`config.mk`:
```
export PLATFORM = sky130hd
export DESIGN_NAME = alloc
export DESIGN_NICKNAME = d
export VERILOG_FILES = /design/src/rtl/alloc_pkg.sv /design/src/rtl/alloc_rs_credit.sv /design/src/rtl/alloc.sv
export SDC_FILE = /design/constraint.sdc
export NUM_CORES = 1
export LEC_CHECK = 0
export ABC_AREA = 1
export BUFFER_PORTS_ARGS = -buffer_cell sky130_fd_sc_hd__buf_2
export CAP_MARGIN = 10
export CELL_PAD_IN_SITES_DETAIL_PLACEMENT = 1
export CELL_PAD_IN_SITES_GLOBAL_PLACEMENT = 1
export CORE_ASPECT_RATIO = 1.25
export CORE_MARGIN = 2
export CORE_UTILIZATION = 36
export CTS_BUF_LIST = sky130_fd_sc_hd__clkbuf_8 sky130_fd_sc_hd__clkbuf_16
export DETAILED_ROUTE_END_ITERATION = 8
export PLACE_DENSITY_LB_ADDON = 0.1
export SLEW_MARGIN = 20
export SYNTH_ARGS = -nofsm -noshare
export SYNTH_HDL_FRONTEND = slang
export SYNTH_HIERARCHICAL = 1
export SYNTH_SLANG_ARGS = --single-unit
```
`constraint.sdc`:
```
create_clock -name clk -period 6.2 [get_ports clk]
set_clock_uncertainty 0.2 [all_clocks]
set_input_delay 0.31 -clock clk [delete_from_list [all_inputs] [get_ports clk]]
set_output_delay 0.31 -clock clk [all_outputs]
set_load 0.01 [all_outputs]
```
`src/rtl/alloc_pkg.sv`:
```
// Shared types for the allocation stage: uop/rename/nuke packets, RS ids, FSM states.
package alloc_pkg;

  localparam int RS_ID_W = 1;
  typedef logic [RS_ID_W-1:0] t_rs_id;
  localparam t_rs_id RS_ALU = 1'b0;
  localparam t_rs_id RS_MEM = 1'b1;

  typedef enum logic {RUN, QUIESCE} t_alloc_state;

  localparam logic [5:0] OP_LOAD  = 6'h03;
  localparam logic [5:0] OP_STORE = 6'h23;

  typedef struct packed {
    logic [5:0]  opcode;
    logic [15:0] imm;
  } t_uinstr;

  typedef struct packed {
    logic [5:0] pdst;
    logic [5:0] psrc1;
    logic [5:0] psrc2;
    logic [4:0] robid;
  } t_rename_pkt;

  typedef struct packed {
    logic       valid;
    logic [4:0] robid;
  } t_nuke_pkt;

  function automatic t_rs_id f_rs_select(input t_uinstr u);
    return (u.opcode == OP_LOAD || u.opcode == OP_STORE) ? RS_MEM : RS_ALU;
  endfunction

endpackage

```
`src/rtl/alloc_rs_credit.sv`:
```
// Free-entry credit counter for one reservation station; saturates at RS_DEPTH.
module alloc_rs_credit #(
  parameter  int RS_DEPTH = 8,
  localparam int CREDIT_W = $clog2(RS_DEPTH + 1)
) (
  input  logic                clk,
  input  logic                rst_n,
  input  logic                i_alloc,
  input  logic                i_dealloc,
  input  logic                i_reload,
  output logic [CREDIT_W-1:0] o_credit
);

  localparam logic [CREDIT_W-1:0] FULL = CREDIT_W'(RS_DEPTH);
  localparam logic [CREDIT_W-1:0] ONE  = CREDIT_W'(1);

  logic [CREDIT_W-1:0] r_credit;

  // Reload wins: the RS is flushed by the same nuke, so it is empty again.
  always_ff @(posedge clk or negedge rst_n) begin
    if (!rst_n)                                      r_credit <= FULL;
    else if (i_reload)                               r_credit <= FULL;
    else if (i_alloc && !i_dealloc)                  r_credit <= r_credit - ONE;
    else if (!i_alloc && i_dealloc && r_credit != FULL) r_credit <= r_credit + ONE;
  end

  assign o_credit = r_credit;

  a_no_overfree: assert property (@(posedge clk) disable iff (!rst_n)
    !(i_dealloc && !i_alloc && !i_reload && r_credit == FULL));
  a_range: assert property (@(posedge clk) disable iff (!rst_n) r_credit <= FULL);
  a_no_underflow: assert property (@(posedge clk) disable iff (!rst_n)
    !(i_alloc && r_credit == '0));

endmodule

```
`src/rtl/alloc.sv`:
```
// Allocation stage: steers renamed uops to reservation stations under credit control,
// with a short quiesce window after a nuke.
module alloc
  import alloc_pkg::*;
#(
  parameter  int NUM_RS       = 2,
  parameter  int RS_DEPTH     = 8,
  parameter  int NUKE_QUIESCE = 2,
  localparam int CREDIT_W     = $clog2(RS_DEPTH + 1)
) (
  input  logic                             clk,
  input  logic                             reset,
  input  t_nuke_pkt                        nuke_rb1,
  input  logic                             valid_rn1,
  input  t_uinstr                          uinstr_rn1,
  input  t_rename_pkt                      rename_rn1,
  output logic                             alloc_ready_ra0,
  input  logic [NUM_RS-1:0]                rs_dealloc_rsx,
  output logic [NUM_RS-1:0]                valid_ra1,
  output t_uinstr                          uinstr_ra1,
  output t_rename_pkt                      rename_ra1,
  output logic [NUM_RS-1:0][CREDIT_W-1:0]  credits_ra0
);

  localparam int             QW    = (NUKE_QUIESCE > 1) ? $clog2(NUKE_QUIESCE) : 1;
  localparam logic [QW-1:0]  QINIT = QW'((NUKE_QUIESCE > 0) ? NUKE_QUIESCE - 1 : 0);

  t_alloc_state      r_state, w_state_nxt;
  logic [QW-1:0]     r_qcnt, w_qcnt_nxt;
  logic              w_nuke, w_ready, w_accept;
  t_rs_id            w_rs_sel;
  logic [NUM_RS-1:0] w_alloc, w_dealloc, w_credit_nz;
  logic              w_unused_robid;

  assign w_nuke         = nuke_rb1.valid;
  assign w_unused_robid = ^nuke_rb1.robid;

  always_ff @(posedge clk or negedge reset) begin
    if (!reset) begin
      r_state <= RUN;
      r_qcnt  <= '0;
    end else begin
      r_state <= w_state_nxt;
      r_qcnt  <= w_qcnt_nxt;
    end
  end

  always_comb begin
    w_state_nxt = r_state;
    w_qcnt_nxt  = r_qcnt;
    if (w_nuke) begin
      w_state_nxt = (NUKE_QUIESCE > 0) ? QUIESCE : RUN;
      w_qcnt_nxt  = QINIT;
    end else if (r_state == QUIESCE) begin
      if (r_qcnt == '0) w_state_nxt = RUN;
      else              w_qcnt_nxt  = r_qcnt - QW'(1);
    end
  end

  // Ready ignores the incoming uop so the rename skid hold has no comb loop.
  assign w_ready         = reset & (r_state == RUN) & ~w_nuke & (&w_credit_nz);
  assign alloc_ready_ra0 = w_ready;
  assign w_accept        = valid_rn1 & w_ready;
  assign w_rs_sel        = f_rs_select(uinstr_rn1);

  for (genvar i = 0; i < NUM_RS; i++) begin : g_rs
    assign w_alloc[i]     = w_accept && (w_rs_sel == t_rs_id'(i));
    assign w_dealloc[i]   = rs_dealloc_rsx[i] && (r_state == RUN);
    assign w_credit_nz[i] = |credits_ra0[i];

    alloc_rs_credit #(.RS_DEPTH(RS_DEPTH)) u_credit (
      .clk      (clk),
      .rst_n    (reset),
      .i_alloc  (w_alloc[i]),
      .i_dealloc(w_dealloc[i]),
      .i_reload (w_nuke),
      .o_credit (credits_ra0[i])
    );
  end

  always_ff @(posedge clk or negedge reset) begin
    if (!reset) begin
      valid_ra1  <= '0;
      uinstr_ra1 <= '0;
      rename_ra1 <= '0;
    end else begin
      valid_ra1 <= w_alloc;
      if (w_accept) begin
        uinstr_ra1 <= uinstr_rn1;
        rename_ra1 <= rename_rn1;
      end
    end
  end

  a_onehot: assert property (@(posedge clk) disable iff (!reset) $onehot0(valid_ra1));

endmodule

```
Word level (Yosys, flattened, before mapping)
Index checks and enable logic that the tools add are counted.
{"block": "word_totals", "out_inout_bits": 56, "input_bits": 56, "wordCells": 61, "regBits": 57}
{"block": "op_classes", "n_bitwise": 7, "add_sub_neg": 5, "mux": 13, "n_reduce_logical": 21, "eq_ne": 4}
{"op": "$mux 4", "count": 6}
{"op": "$logic_and 1x1->1", "count": 10}
{"op": "$add 4x1->4 const B", "count": 2}
{"op": "$ne 4x4->1 const B", "count": 2}
{"op": "$reduce_or 4->1", "count": 2}
{"op": "$sub 4x1->4 const B", "count": 2}
{"op": "$mux 1", "count": 7}
{"op": "$eq 6x2->1 const B", "count": 1}
{"op": "$eq 6x6->1 const B", "count": 1}
{"op": "$reduce_bool 3->1", "count": 2}
{"op": "$and 1x1->1", "count": 4}
{"op": "$logic_not 1->1", "count": 4}
{"op": "$not 1->1", "count": 3}
{"op": "$reduce_and 2->1", "count": 1}
{"op": "$reduce_bool 2->1", "count": 1}
{"op": "$logic_or 1x1->1", "count": 1}
{"op": "$sub 1x1->1 const B", "count": 1}

Depth between registers and ports, before layout
Gate-level depths: netlist (run 1).
{"block": "logic_depth", "word_depth": 12, "ltp_mapped": 17, "mapped_depth_nobuf": 16}

Cells and area by module
The synthesis (run 1) kept the hierarchy.
{"module": "alloc", "area_each_um2": 2039.5, "cells_each": 222, "seq_area_each_um2": 1226.2, "n_inst": 1}
{"module": "alloc_rs_credit", "area_each_um2": 329.1, "cells_each": 52, "seq_area_each_um2": 101.3, "n_inst": 2}

Least setup slack after synthesis (run 1)
Ideal clock, no wire load.
{"block": "synth_path", "kind": "reg2reg", "start": "register g_rs[1].u_credit.r_credit[3]", "end": "register g_rs[1].u_credit.r_credit[3]", "stages_incl_launch_ff": 17, "path_slack_ns": 3.842, "n_path_buf": 1, "arrival_time_ns": 2.086, "period_less_slack_ns": 2.358, "setup_time_ns": 0.072, "required_time_ns": 5.928, "path_cell_list": "dfstp_2 nor2_1 nand2_1 nand4_2 buf_2 nor2_1 nand2_4 inv_2 ha_1 nand4_1 nand2_1 inv_1 nand2_1 nand2_1 nand3_1 nand2_1 inv_1"}
{"block": "synth_between", "elab_chain_len": 9, "word_cells_on_any_way": 16, "cone_classes": "2 x add/sub; 1 x eq/ne; 3 x mux; 2 x bitwise; 8 x reduce/logical"}
{"element": "from (decl)", "line_no": "alloc_rs_credit.sv:17", "text": "logic [CREDIT_W-1:0] r_credit;"}
{"element": "from (signal assigned)", "line_no": "alloc_rs_credit.sv:23", "text": "else if (i_alloc && !i_dealloc) r_credit <= r_credit - ONE;"}
{"element": "from (signal assigned)", "line_no": "alloc_rs_credit.sv:24", "text": "else if (!i_alloc && i_dealloc && r_credit != FULL) r_credit <= r_credit + ONE;"}
{"element": "$reduce_or 4->1 *", "line_no": "alloc.sv:69", "text": "assign w_credit_nz[i] = |credits_ra0[i];"}
{"element": "$reduce_and 2->1 *", "line_no": "alloc.sv:61", "text": "assign w_ready = reset & (r_state == RUN) & ~w_nuke & (&w_credit_nz);"}
{"element": "$and 1x1->1 *", "line_no": "alloc.sv:61"}
{"element": "$and 1x1->1 *", "line_no": "alloc.sv:63", "text": "assign w_accept = valid_rn1 & w_ready;"}
{"element": "$logic_and 1x1->1 *", "line_no": "alloc.sv:67", "text": "assign w_alloc[i] = w_accept && (w_rs_sel == t_rs_id'(i));"}
{"element": "named net w_alloc[1]", "line_no": "alloc.sv:32", "text": "logic [NUM_RS-1:0] w_alloc, w_dealloc, w_credit_nz;"}
{"element": "$logic_not 1->1", "line_no": "alloc_rs_credit.sv:24"}
{"element": "$logic_and 1x1->1 (2 in a row)", "line_no": "alloc_rs_credit.sv:24"}
{"element": "$reduce_bool 3->1 (no line)"}
Mark *: on every way through the listed nets, which the timed path passes. The rest lies on a longest branch. The select of a mux whose other input is x is not followed.
A chain may end at the register's enable or synchronous reset.

Final worst setup path (run 1)
{"block": "layout_path", "start": "register g_rs[1].u_credit.r_credit[3]", "end": "register g_rs[0].u_credit.r_credit[3]"}
{"block": "layout_between", "elab_chain_len": 9, "word_cells_on_any_way": 12, "cone_classes": "2 x mux; 2 x bitwise; 8 x reduce/logical"}
{"element": "$reduce_or 4->1 *", "line_no": "alloc.sv:69"}
{"element": "$reduce_and 2->1 *", "line_no": "alloc.sv:61"}
{"element": "$and 1x1->1 *", "line_no": "alloc.sv:61"}
{"element": "$and 1x1->1 *", "line_no": "alloc.sv:63"}
{"element": "$logic_and 1x1->1 *", "line_no": "alloc.sv:67"}
{"element": "named net w_alloc[0]", "line_no": "alloc.sv:32"}
{"element": "$logic_not 1->1", "line_no": "alloc_rs_credit.sv:24"}
{"element": "$logic_and 1x1->1 (2 in a row)", "line_no": "alloc_rs_credit.sv:24"}
{"element": "$reduce_bool 3->1 (no line)"}
{"element": "to (signal assigned)", "line_no": "alloc_rs_credit.sv:23"}
{"element": "to (signal assigned)", "line_no": "alloc_rs_credit.sv:24"}
{"element": "to (decl)", "line_no": "alloc_rs_credit.sv:17"}
Mark *: on every way through the listed nets, which the timed path passes. The rest lies on a longest branch.

==> flow_metrics.env, run 1 <==
export IMPL_status="finished, final reports clean"
export IMPL_yosys_area_top_type="dfrtp_1"
export IMPL_grt_pass1_wl_mm=11.7
export IMPL_syn_nets=386
export IMPL_slowest_stage="dfstp_2"
export IMPL_first_global_vias=2431
export IMPL_power_share_clock=0.335
export IMPL_syn_to_final_growth_pct=27.6
export IMPL_syn_avg_cell_area_um2=8.27
export IMPL_drtAntennaViolNets=0
export IMPL_crit_required_ns=6.26
export IMPL_crit_type="reg2reg"
export IMPL_yosys_cell_types_count=22
export IMPL_max_freq_ghz=0.354
export IMPL_final_setup_viol_count=0
export IMPL_power_density_nw_per_um2=296
export IMPL_crit_chain="nor2_1 -> nand2_1 -> nand4_2 -> buf_4 -> nor2b_1 -> nand2_4 -> inv_2 -> ha_1 -> nand2_1 -> inv_1 -> nand3_1 -> nand2_1 -> nand2_1 -> nand3_1 -> nand2_1 -> inv_1"
export IMPL_io_pins=112
export IMPL_p_switching_w=0.000301
export IMPL_via_per_inst=4.67
export IMPL_rsz0062_at_grt="no"
export IMPL_cts_tree="built"
export IMPL_ys_seq_area_frac=0.530
export IMPL_grt_util_all_layers=0.185
export IMPL_finish_utilization=0.471
export IMPL_hold_class="in2reg"
export IMPL_clk_pin_slew_ns=0.07
export IMPL_cts_htree_levels=3
export IMPL_ys_seq_elements=57
export IMPL_netlist_area_um2=2700
export IMPL_mostFrequentLayoutCells="nand2_1, buf_2, nand3_1"
export IMPL_p_seq_frac=0.462
export IMPL_drc=0
export IMPL_antennaDiodeCount=0
export IMPL_crit_path_max_fanout=47
export IMPL_place_port_buffers=106
export IMPL_p_leak_nw=2.07
export IMPL_gp_congestion=0.767
export IMPL_layout_commonest_cell="nand2_1"
export IMPL_totalWireLength_mm=7.17
export IMPL_rows=35
export IMPL_swShare=0.296
export IMPL_drv_cap=0
export IMPL_root_buffer="clkbuf_8"
export IMPL_wire_per_inst_um=13.6
export IMPL_antenna_found_initial=0
export IMPL_worst_pin_slew_ns=1.06
export IMPL_max_stage_delay_ns=0.56
export IMPL_drt_pre_antenna_iters=4
export IMPL_cts_sinks=57
export IMPL_grt_remaining_overflow=0
export IMPL_numCtsBuffers=9
export IMPL_die_w_um=81.4
export IMPL_nets=492
export IMPL_layout_drive_gt1_share=0.314
export IMPL_combPwrFrac=0.203
export IMPL_p_int_w=0.000717
export IMPL_cp_common_cell="nand2_1"
export IMPL_relSlewSlack=0.290
export IMPL_fillerInstances=946
export IMPL_period_needed_ns=2.83
export IMPL_die_area_um2=8210
export IMPL_start_kind="register"
export IMPL_vias=2469
export IMPL_first_iter_violations=142
export IMPL_tns_ns=0
export IMPL_cp_arrival_ns=2.89
export IMPL_yosys_warnings=6
export IMPL_clockBufferDepth=2
export IMPL_synthTopCellsByArea="dfrtp_1, nand2_1, nand3_1"
export IMPL_final_period_utilization=0.456
export IMPL_yosysTopAreaCellShare=0.510
export IMPL_clk_latency_ns=0.32
export IMPL_die_h_um=101
export IMPL_syn_inst=326
export IMPL_drv_slew=0
export IMPL_dp_hpwl_mm=5.01
export IMPL_irDropWorstVdd_mv=0.133
export IMPL_final_area_um2=3440
export IMPL_grt_max_degree=58
export IMPL_end_kind="register"
export IMPL_initial_core_util=0.369
export IMPL_coreArea_um2=7310
export IMPL_hold_violations=0
export IMPL_placed_area_um2=3240
[worst max-delay path: cells and delay by family (launching register included)]
| family | cells | cell delay, ns |
|---|---|---|
| simple gates | 11 | 1.28 |
| buf+inv | 4 | 0.47 |
| fa+ha+maj | 1 | 0.26 |
| flops | 1 | 0.56 |
[final cells by class]
| class | count | area [µm²] | area share |
|---|---|---|---|
| flip-flops and latches | 57 | 1430 | 0.415 |
| multi-input cells | 221 | 1020 | 0.296 |
| repair buffers | 109 | 556 | 0.161 |
| clock buffers | 10 | 138 | 0.0400 |
| inverters | 34 | 128 | 0.0371 |
| well taps | 92 | 115 | 0.0334 |
| clock inverters | 6 | 58.8 | 0.0171 |
[sequential cells by signal, summed over array words and instances (netlist names)]
signal and flops:
rename_ra1 23, r_qcnt 1, uinstr_ra1 22, valid_ra1 2
g_rs.u_credit/o_credit 8, r_state 1
[path summary, 6_finish.rpt]
kind                            slack [ns]                                      from                                        to  cells past startpoint
worst max register to register        3.37  g_rs[1].u_credit/o_credit[3]$_DFFE_PN1P_  g_rs[0].u_credit/o_credit[3]$_DFFE_PN1P_                     16
min in group asynchronous             0.05                                     reset                rename_ra1[12]$_DFFE_PN0P_                      2
max in group asynchronous             5.27                                     reset  g_rs[1].u_credit/o_credit[1]$_DFFE_PN0P_                      2
worst min register to register        0.26                 uinstr_ra1[5]$_DFFE_PN0P_                 uinstr_ra1[5]$_DFFE_PN0P_                      2
worst min-delay path                  0.01                             rename_rn1[6]                 rename_ra1[6]$_DFFE_PN0P_                      3
worst max-delay path                  3.37  g_rs[1].u_credit/o_credit[3]$_DFFE_PN1P_  g_rs[0].u_credit/o_credit[3]$_DFFE_PN1P_                     16
[Yosys cell counts, drive strengths merged]
| library cell | n |
|---|---|
| nor2b | 1 |
| nand2 | 129 |
| nor3 | 1 |
| inv | 34 |
| buf | 14 |
| ha | 4 |
| a21oi | 2 |
| nor2 | 14 |
| xnor2 | 2 |
| o21ai | 8 |
| nand3 | 57 |
| nand4 | 3 |
| dfstp | 2 |
| dfrtp | 55 |
[kinds of logic (layout without fill, tap and decap cells)]
kind of cell    after synthesis  in the layout  share of synthesized area
simple gates                205            205                      0.331
flops                        57             57                      0.530
buf+inv                      48            159                     0.0928
compound gates               10             10                     0.0213
fa+ha+maj                     4              4                     0.0186
xor+xnor                      2              2                    0.00649
[routing by layer]
metal / routed length (µm) / track usage / up-vias
li1: - / - / 1233
met1: 3030 / 0.234 / 1167
met2: 3550 / 0.301 / 59
met3: 475 / 0.0412 / 10
met4: 119 / 0.0795 / 0
met5: 0 / 0 / -
[timing repair]
item / CTS / global route
endpoints found under the hold margin: 1 / 0
hold buffers: 1 / 0
setup endpoints to repair: 0 / 0
resized for setup: 0 / 0
buffers inserted: 0 / 0
[power by group through the flow]
stage / Clock, W / Combinational (W) / Sequential (W)
6_report: 0.000341 / 0.000207 / 0.000470
5_1_grt: 0.000369 / 0.000234 / 0.000478
4_1_cts: 0.000352 / 0.000212 / 0.000470
3_5_place_dp: 0 / 0.000212 / 0.000477
3_3_place_gp: 0 / 0.000206 / 0.000475
2_1_floorplan: 0 / 0.0000676 / 0.000512
[per-stage QoR]
stage               cells  setup WS (ns)  total power (W)  hold slack [ns]
finish                529           3.37          0.00102           0.0123
global route          529           3.07          0.00108           0.0121
CTS                   529           3.34          0.00104         0.000693
detailed placement    512           3.03         0.000689            0.255
global placement      512           3.03         0.000681            0.248
floorplan             326           3.84         0.000579           -0.186
Power figures use the tool's default switching activity.
==> run 2: changes to the inputs <==
--- a/config.mk
+++ b/config.mk
@@ -12,7 +12,7 @@
 export CELL_PAD_IN_SITES_GLOBAL_PLACEMENT = 1
 export CORE_ASPECT_RATIO = 1.25
 export CORE_MARGIN = 2
-export CORE_UTILIZATION = 36
+export CORE_UTILIZATION = 34
 export CTS_BUF_LIST = sky130_fd_sc_hd__clkbuf_8 sky130_fd_sc_hd__clkbuf_16
 export DETAILED_ROUTE_END_ITERATION = 8
 export PLACE_DENSITY_LB_ADDON = 0.1
==> constraint.sdc (replaced) <==
create_clock -name clk -period 2.65 [get_ports clk]
set_clock_uncertainty 0.2 [all_clocks]
set_input_delay 0.1325 -clock clk [delete_from_list [all_inputs] [get_ports clk]]
set_output_delay 0.1325 -clock clk [all_outputs]
set_load 0.01 [all_outputs]
==> run 2 against run 1 <==
Against the previous run: count of clock-buffer cells in the layout did not move; register-to-register slack got worse by 3.0 ns; cell count rose by 10%; clock power rose by 130%; worst setup slack got worse by 3.1 ns; combinational power rose to 2.7 times the previous value; critical path depth did not move; power rose by 140%; sequential share of layout area fell by 5.3 points; sequential power rose by 140%; largest cell class unchanged; largest power group unchanged.
==> flow_metrics.env, run 2 (synthesis results as in run 1) <==
export IMPL_die_h_um=104
export IMPL_top_layer="met4"
export IMPL_drc=0
export IMPL_wl_met3_um=313
export IMPL_cts_tree="built"
export IMPL_place_port_buffers=106
export IMPL_totalWireLength_mm=8.28
export IMPL_first_global_vias=2783
export IMPL_numCtsBuffers=9
export IMPL_cp_arrival_ns=2.48
export IMPL_reg2reg_setup_slack_ns=0.37
export IMPL_ctsHoldBuffers=47
export IMPL_via_per_inst=4.71
export IMPL_gp_congestion=0.812
export IMPL_post_cts_buffers=0
export IMPL_p_total_w=0.00246
export IMPL_largest_register="rename_ra1"
export IMPL_mostFrequentLayoutCells="nand2_1, buf_2, nand3_1"
export IMPL_wl_met1_mm=3.59
export IMPL_dr_wl_met2_mm=4.25
export IMPL_dp_hpwl_mm=5.36
export IMPL_irDropWorstVdd_mv=0.284
export IMPL_max_freq_ghz=0.414
export IMPL_rsz0062_at_grt="no"
export IMPL_fin_cells=583
export IMPL_drt_pre_antenna_iters=4
export IMPL_power_density_nw_per_um2=623
export IMPL_grt_remaining_overflow=0
export IMPL_crit_required_ns=2.72
export IMPL_critical_path_startpoint="uinstr_rn1[18]"
export IMPL_tns_ns=0
export IMPL_initial_core_util=0.348
export IMPL_drtAntennaViolNets=0
export IMPL_r2r_start="g_rs[0].u_credit/o_credit[3]$_DFFE_PN1P_"
export IMPL_grt_pass1_wl_mm=14.0
export IMPL_antenna_found_initial=0
export IMPL_antennaDiodeCount=0
export IMPL_start_kind="primary input"
export IMPL_post_cts_resized=0
export IMPL_coreArea_um2=7750
export IMPL_fillerInstances=973
export IMPL_worst_pin_slew_ns=0.737
export IMPL_nets=544
export IMPL_period_needed_ns=2.41
export IMPL_final_setup_viol_count=0
export IMPL_dp_cells=521
export IMPL_crit_type="in2reg"
export IMPL_grt_util_all_layers=0.202
export IMPL_p_leak_nw=2.29
export IMPL_grt_max_degree=58
export IMPL_clk_latency_ns=0.33
export IMPL_crit_path_max_fanout=5
export IMPL_end_kind="register"
export IMPL_dp_slack_ns=0.366
export IMPL_drv_cap=0
export IMPL_die_area_um2=8670
export IMPL_io_pins=112
export IMPL_syn_to_final_growth_pct=46.4
export IMPL_cts_sinks=57
export IMPL_largest_reg_flops=23
export IMPL_final_setup_worst_slack_ns=0.236
export IMPL_hold_violations=0
export IMPL_drv_slew=0
export IMPL_cts_htree_levels=3
export IMPL_vias=2744
export IMPL_rows=36
export IMPL_clk_pin_slew_ns=0.06
export IMPL_hold_path_startpoint="valid_rn1"
export IMPL_hold_class="in2reg"
export IMPL_final_period_utilization=0.911
export IMPL_wire_per_inst_um=14.2
export IMPL_root_buffer="clkbuf_8"
export IMPL_relSlewSlack=0.508
export IMPL_die_w_um=83.7
export IMPL_status="finished, final reports clean"
export IMPL_first_iter_violations=99
export IMPL_layout_drive_gt1_share=0.293
export IMPL_clockBufferDepth=2
export IMPL_layout_commonest_cell="nand2_1"
==> run 2: cell types whose count changed in the layout (fill, tap and decap cells not counted) <==
cell,change
clkinv_4,+1
buf_4,+6
dlygate4sd3_1,+46
inv_1,-1
clkinvlp_4,-1
==> run 2: cell type report <==
cell class | count | area, µm² | area share
sequential | 57 | 1430 | 0.362
multi-input combinational | 221 | 1020 | 0.258
timing repair buffer | 161 | 1060 | 0.269
tap | 95 | 119 | 0.0301
inverter | 34 | 128 | 0.0323
clock buffer | 10 | 138 | 0.0349
clock inverter | 5 | 56.3 | 0.0143
==> run 2: path summary, 6_finish.rpt <==
path	cells past startpoint	to
worst max-delay path	16	g_rs[0].u_credit/o_credit[3]$_DFFE_PN1P_
worst min-delay path	4	valid_ra1[1]$_DFF_PN0_
worst max register to register	16	g_rs[0].u_credit/o_credit[3]$_DFFE_PN1P_
worst min register to register	2	uinstr_ra1[1]$_DFFE_PN0P_
max in group asynchronous	3	g_rs[0].u_credit/o_credit[0]$_DFFE_PN0P_
min in group asynchronous	3	rename_ra1[13]$_DFFE_PN0P_
==> run 2: stage by stage <==
| step | hold WS (ns) | util | cell area (µm²) |
|---|---|---|---|
| 2_1_floorplan | -0.363 | - | 2700 |
| 4_1_cts | 0.0678 | 0.510 | 3950 |
| 3_5_place_dp | 0.170 | 0.424 | 3280 |
| 3_3_place_gp | 0.166 | 0.424 | 3280 |
| 6_report | 0.0854 | 0.510 | 3950 |
| 5_1_grt | 0.0947 | 0.510 | 3950 |
==> run 2: metal layers <==
layer  track usage  vias up
met3        0.0382       10
li1              -     1335
met2         0.335       74
met1         0.262     1325
met4        0.0737        0
met5             0        -
==> run 2: critical path, stage by stage <==
cell and delay [ns]:
dlygate4sd3_1 0.55, buf_2 0.13, nor3_1 0.22, nand3_1 0.17
nor2b_1 0.17, buf_4 0.15, nand2_4 0.09, inv_2 0.04
ha_1 0.32, nand2_1 0.06, inv_1 0.05, nand3_1 0.09
nand3_1 0.10, nand3_1 0.08, nand2_1 0.06, inv_1 0.03
==> run 2: power breakdown <==
group | total [W] | internal, W | switching (W)
Clock | 0.000801 | 0.000452 | 0.000349
Combinational | 0.000549 | 0.000245 | 0.000304
Sequential | 0.00111 | 0.00103 | 0.0000841
Total | 0.00246 | 0.00172 | 0.000737
==> run 3: changes to the inputs <==
--- a/config.mk
+++ b/config.mk
@@ -5,14 +5,14 @@
 export SDC_FILE = /design/constraint.sdc
 export NUM_CORES = 1
 export LEC_CHECK = 0
-export ABC_AREA = 1
+export ABC_AREA = 0
 export BUFFER_PORTS_ARGS = -buffer_cell sky130_fd_sc_hd__buf_2
 export CAP_MARGIN = 10
 export CELL_PAD_IN_SITES_DETAIL_PLACEMENT = 1
 export CELL_PAD_IN_SITES_GLOBAL_PLACEMENT = 1
 export CORE_ASPECT_RATIO = 1.25
 export CORE_MARGIN = 2
-export CORE_UTILIZATION = 34
+export CORE_UTILIZATION = 37
 export CTS_BUF_LIST = sky130_fd_sc_hd__clkbuf_8 sky130_fd_sc_hd__clkbuf_16
 export DETAILED_ROUTE_END_ITERATION = 8
 export PLACE_DENSITY_LB_ADDON = 0.1
==> constraint.sdc (replaced) <==
create_clock -name clk -period 2.65 [get_ports clk]
set_clock_uncertainty 0.2 [all_clocks]
set_input_delay 0.53 -clock clk [delete_from_list [all_inputs] [get_ports clk]]
set_output_delay 0.53 -clock clk [all_outputs]
set_load 0.01 [all_outputs]
==> run 3 against run 2 <==
Against the previous run: the flow now finishes with violations (negative setup slack); power increased by 7.4%; die area down 11%; synthesized cell count decreased by 46%; global-route usage fell by 3.0 points; non-clock buffer count down 30; worst setup slack worse by 0.25 ns; critical path depth down 6; first-iteration DRC count fell by 71%; hold slack better by 0.059 ns; combinational power rose by 22%; count of clock-buffer cells in the layout stayed put; via count fell by 29%; largest cell class unchanged; highest routed layer is now met5.
==> flow_metrics.env, run 3 <==
export IMPL_yosys_most_used_dff="dfrtp_1"
export IMPL_yosys_warnings=6
export IMPL_period_needed_ns=2.66
export IMPL_netlist_area_um2=2610
export IMPL_synthTopCellsByArea="dfrtp_1, mux2_4, mux2_2"
export IMPL_rsz0062_at_grt="yes"
export IMPL_cts_tree="built"
export IMPL_rr_worst_depth=10
export IMPL_crit_type="reg2reg"
export IMPL_swShare=0.281
export IMPL_totalWireLength_mm=6.56
export IMPL_yosys_top_cells_count="dfrtp_1, mux2_4, mux2_2"
export IMPL_violations="negative setup slack"
export IMPL_die_w_um=79.2
export IMPL_fillerInstances=761
export IMPL_wire_per_inst_um=16.1
export IMPL_grt_max_degree=58
export IMPL_grt_remaining_overflow=0
export IMPL_final_setup_worst_slack_ns=-0.0118
export IMPL_rows=34
export IMPL_yosysTopAreaCellShare=0.527
export IMPL_r2r_start="g_rs[1].u_credit/o_credit[1]$_DFFE_PN0P_"
export IMPL_root_buffer="clkbuf_8"
export IMPL_drtAntennaViolNets=0
export IMPL_ys_seq_area_frac=0.547
export IMPL_p_leak_nw=1.84
export IMPL_gp_congestion=0.776
export IMPL_reg2reg_setup_slack_ns=-0.01
export IMPL_drv_slew=0
export IMPL_async_reset_ff_frac=1.00
export IMPL_end_kind="register"
export IMPL_drt_pre_antenna_iters=3
export IMPL_yosys_area_top_type="dfrtp_1"
export IMPL_drc=0
export IMPL_p_total_w=0.00264
export IMPL_power_share_clock=0.308
export IMPL_io_pins=112
export IMPL_ys_seq_elements=57
export IMPL_final_setup_viol_count=1
export IMPL_final_period_utilization=1.00
export IMPL_crit_path_max_fanout=4
export IMPL_crit_required_ns=2.71
export IMPL_irDropWorstVdd_mv=0.302
export IMPL_grt_pass1_wl_mm=10.3
export IMPL_r2r_end="g_rs[1].u_credit/o_credit[3]$_DFFE_PN1P_"
export IMPL_die_h_um=97.9
export IMPL_nets=372
export IMPL_syn_to_final_growth_pct=39.7
export IMPL_clk_latency_ns=0.33
export IMPL_initial_core_util=0.379
export IMPL_first_global_vias=2054
export IMPL_grt_util_all_layers=0.172
export IMPL_first_iter_violations=29
export IMPL_clk_pin_slew_ns=0.07
export IMPL_fin_cells=407
export IMPL_place_port_buffers=106
export IMPL_hold_violations=0
export IMPL_syn_nets=237
export IMPL_cp_arrival_ns=2.72
export IMPL_coreArea_um2=6890
export IMPL_die_area_um2=7750
export IMPL_vias=1951
export IMPL_layout_drive_gt1_share=0.688
export IMPL_max_freq_ghz=0.376
export IMPL_numCtsBuffers=9
export IMPL_syn_avg_cell_area_um2=14.8
export IMPL_worst_pin_slew_ns=0.732
export IMPL_dp_cells=389
export IMPL_clockBufferDepth=2
export IMPL_via_per_inst=4.79
export IMPL_drv_cap=0
export IMPL_layout_commonest_cell="buf_2"
export IMPL_largest_reg_flops=23
export IMPL_cts_htree_levels=3
export IMPL_synth_edf_count=0
export IMPL_p_switching_w=0.000743
export IMPL_p_int_w=0.00190
export IMPL_antennaDiodeCount=0
export IMPL_relSlewSlack=0.512
export IMPL_combPwrFrac=0.253
export IMPL_yosys_cell_types_count=31
export IMPL_hold_class="in2async"
export IMPL_p_seq_frac=0.440
export IMPL_cts_sinks=57
export IMPL_dp_slack_ns=-0.104
export IMPL_status="finished with violations"
export IMPL_power_density_nw_per_um2=724
export IMPL_dp_hpwl_mm=4.70
export IMPL_synth_most_common_cell="dfrtp_1"
export IMPL_antenna_found_initial=1
export IMPL_start_kind="register"
export IMPL_largest_register="rename_ra1"
export IMPL_syn_inst=177
export IMPL_mostFrequentLayoutCells="buf_2, dfrtp_1, mux2_4"
==> run 3: cell count changes in the layout (fill, tap and decap cells not counted), sizes merged, moves of 3 or more <==
| cell | before | now |
|---|---|---|
| nor2 | 14 | 6 |
| nor4 | 0 | 3 |
| nand4 | 3 | 0 |
| o21ai | 8 | 2 |
| nand3 | 57 | 6 |
| nand2 | 129 | 3 |
| dlygate4sd3 | 47 | 0 |
| a21oi | 2 | 8 |
| mux2 | 0 | 45 |
| xnor2 | 2 | 6 |
| inv | 34 | 4 |
| buf | 114 | 131 |
==> run 3: kinds of logic after synthesis <==
group                      Yosys count  synth area share
AOI/OAI and AO/OA                   20            0.0594
DFF                                 57             0.547
adders and majority gates            4            0.0192
muxes                               45             0.234
buffers and inverters               10            0.0340
and+or+nand+nor                     35            0.0862
xor gates and xnor gates             6            0.0201
==> run 3: area by class of cell <==
class,count,area [µm²],share of cell area
repair buffers,131,718,0.197
clock buffers,10,138,0.0377
flip-flops and latches,57,1430,0.393
inverters,3,16.3,0.00446
multi-input cells,110,1170,0.321
well taps,90,113,0.0309
clock inverters,6,58.8,0.0161
==> run 3: timing repair <==
action	CTS	global route
pin swaps	5	4
buffers inserted	2	1
gates resized for setup	5	1
gates cloned	0	0
setup endpoints to repair	3	3
hold buffers	0	0
==> run 3: per-stage QoR <==
stage / hold slack [ns] / utilization / cell area [µm²] / TNS (ns)
floorplan: 0.0344 / - / 2660 / -0.997
global placement: 0.266 / 0.493 / 3400 / -0.0941
detailed placement: 0.277 / 0.493 / 3400 / -0.295
CTS: 0.180 / 0.528 / 3640 / 0
global route: 0.209 / 0.530 / 3650 / -0.127
finish: 0.144 / 0.530 / 3650 / -0.0118
==> run 3: metal layers <==
metal,global-route usage,part of all wire,vias up
li1,-,-,908
met1,0.215,0.43,969
met2,0.284,0.50,59
met3,0.0434,0.052,13
met4,0.0676,0.017,2
met5,0,0.0017,-
==> run 3: worst max-delay path: stages (launching register included) <==
cell      delay, ns
dfrtp_2        0.40
or4_4          0.51
and4_4         0.20
and2_4         0.15
nand2b_4       0.08
inv_4          0.04
ha_4           0.24
a31o_4         0.23
a311oi_4       0.31
nor4_1         0.09
a21oi_1        0.14
==> run 3: how the worst max path moves through the flow <==
stage / cells after the start / endpoint / startpoint / slack [ns]
after floorplan: 13 / g_rs[1].u_credit/o_credit[3]$_DFFE_PN1P_ / g_rs[0].u_credit/o_credit[0]$_DFFE_PN0P_ / -0.33
after global placement: 10 / g_rs[1].u_credit/o_credit[3]$_DFFE_PN1P_ / g_rs[0].u_credit/o_credit[0]$_DFFE_PN0P_ / -0.05
after detailed placement: 11 / g_rs[0].u_credit/o_credit[3]$_DFFE_PN1P_ / nuke_rb1[5] / -0.10
after CTS: 10 / g_rs[1].u_credit/o_credit[3]$_DFFE_PN1P_ / g_rs[1].u_credit/o_credit[0]$_DFFE_PN0P_ / 0.003
after global routing: 10 / g_rs[1].u_credit/o_credit[3]$_DFFE_PN1P_ / g_rs[1].u_credit/o_credit[1]$_DFFE_PN0P_ / -0.09
final: 10 / g_rs[1].u_credit/o_credit[3]$_DFFE_PN1P_ / g_rs[1].u_credit/o_credit[1]$_DFFE_PN0P_ / -0.01
==> run 3: power by group through the flow <==
stage                     combinational (W)  clock (W)  sequential, W
after floorplan                    0.000264          0        0.00128
after global placement             0.000668          0        0.00116
after detailed placement           0.000674          0        0.00118
after CTS                          0.000680   0.000833        0.00116
after global routing               0.000719   0.000885        0.00119
final                              0.000668   0.000814        0.00116
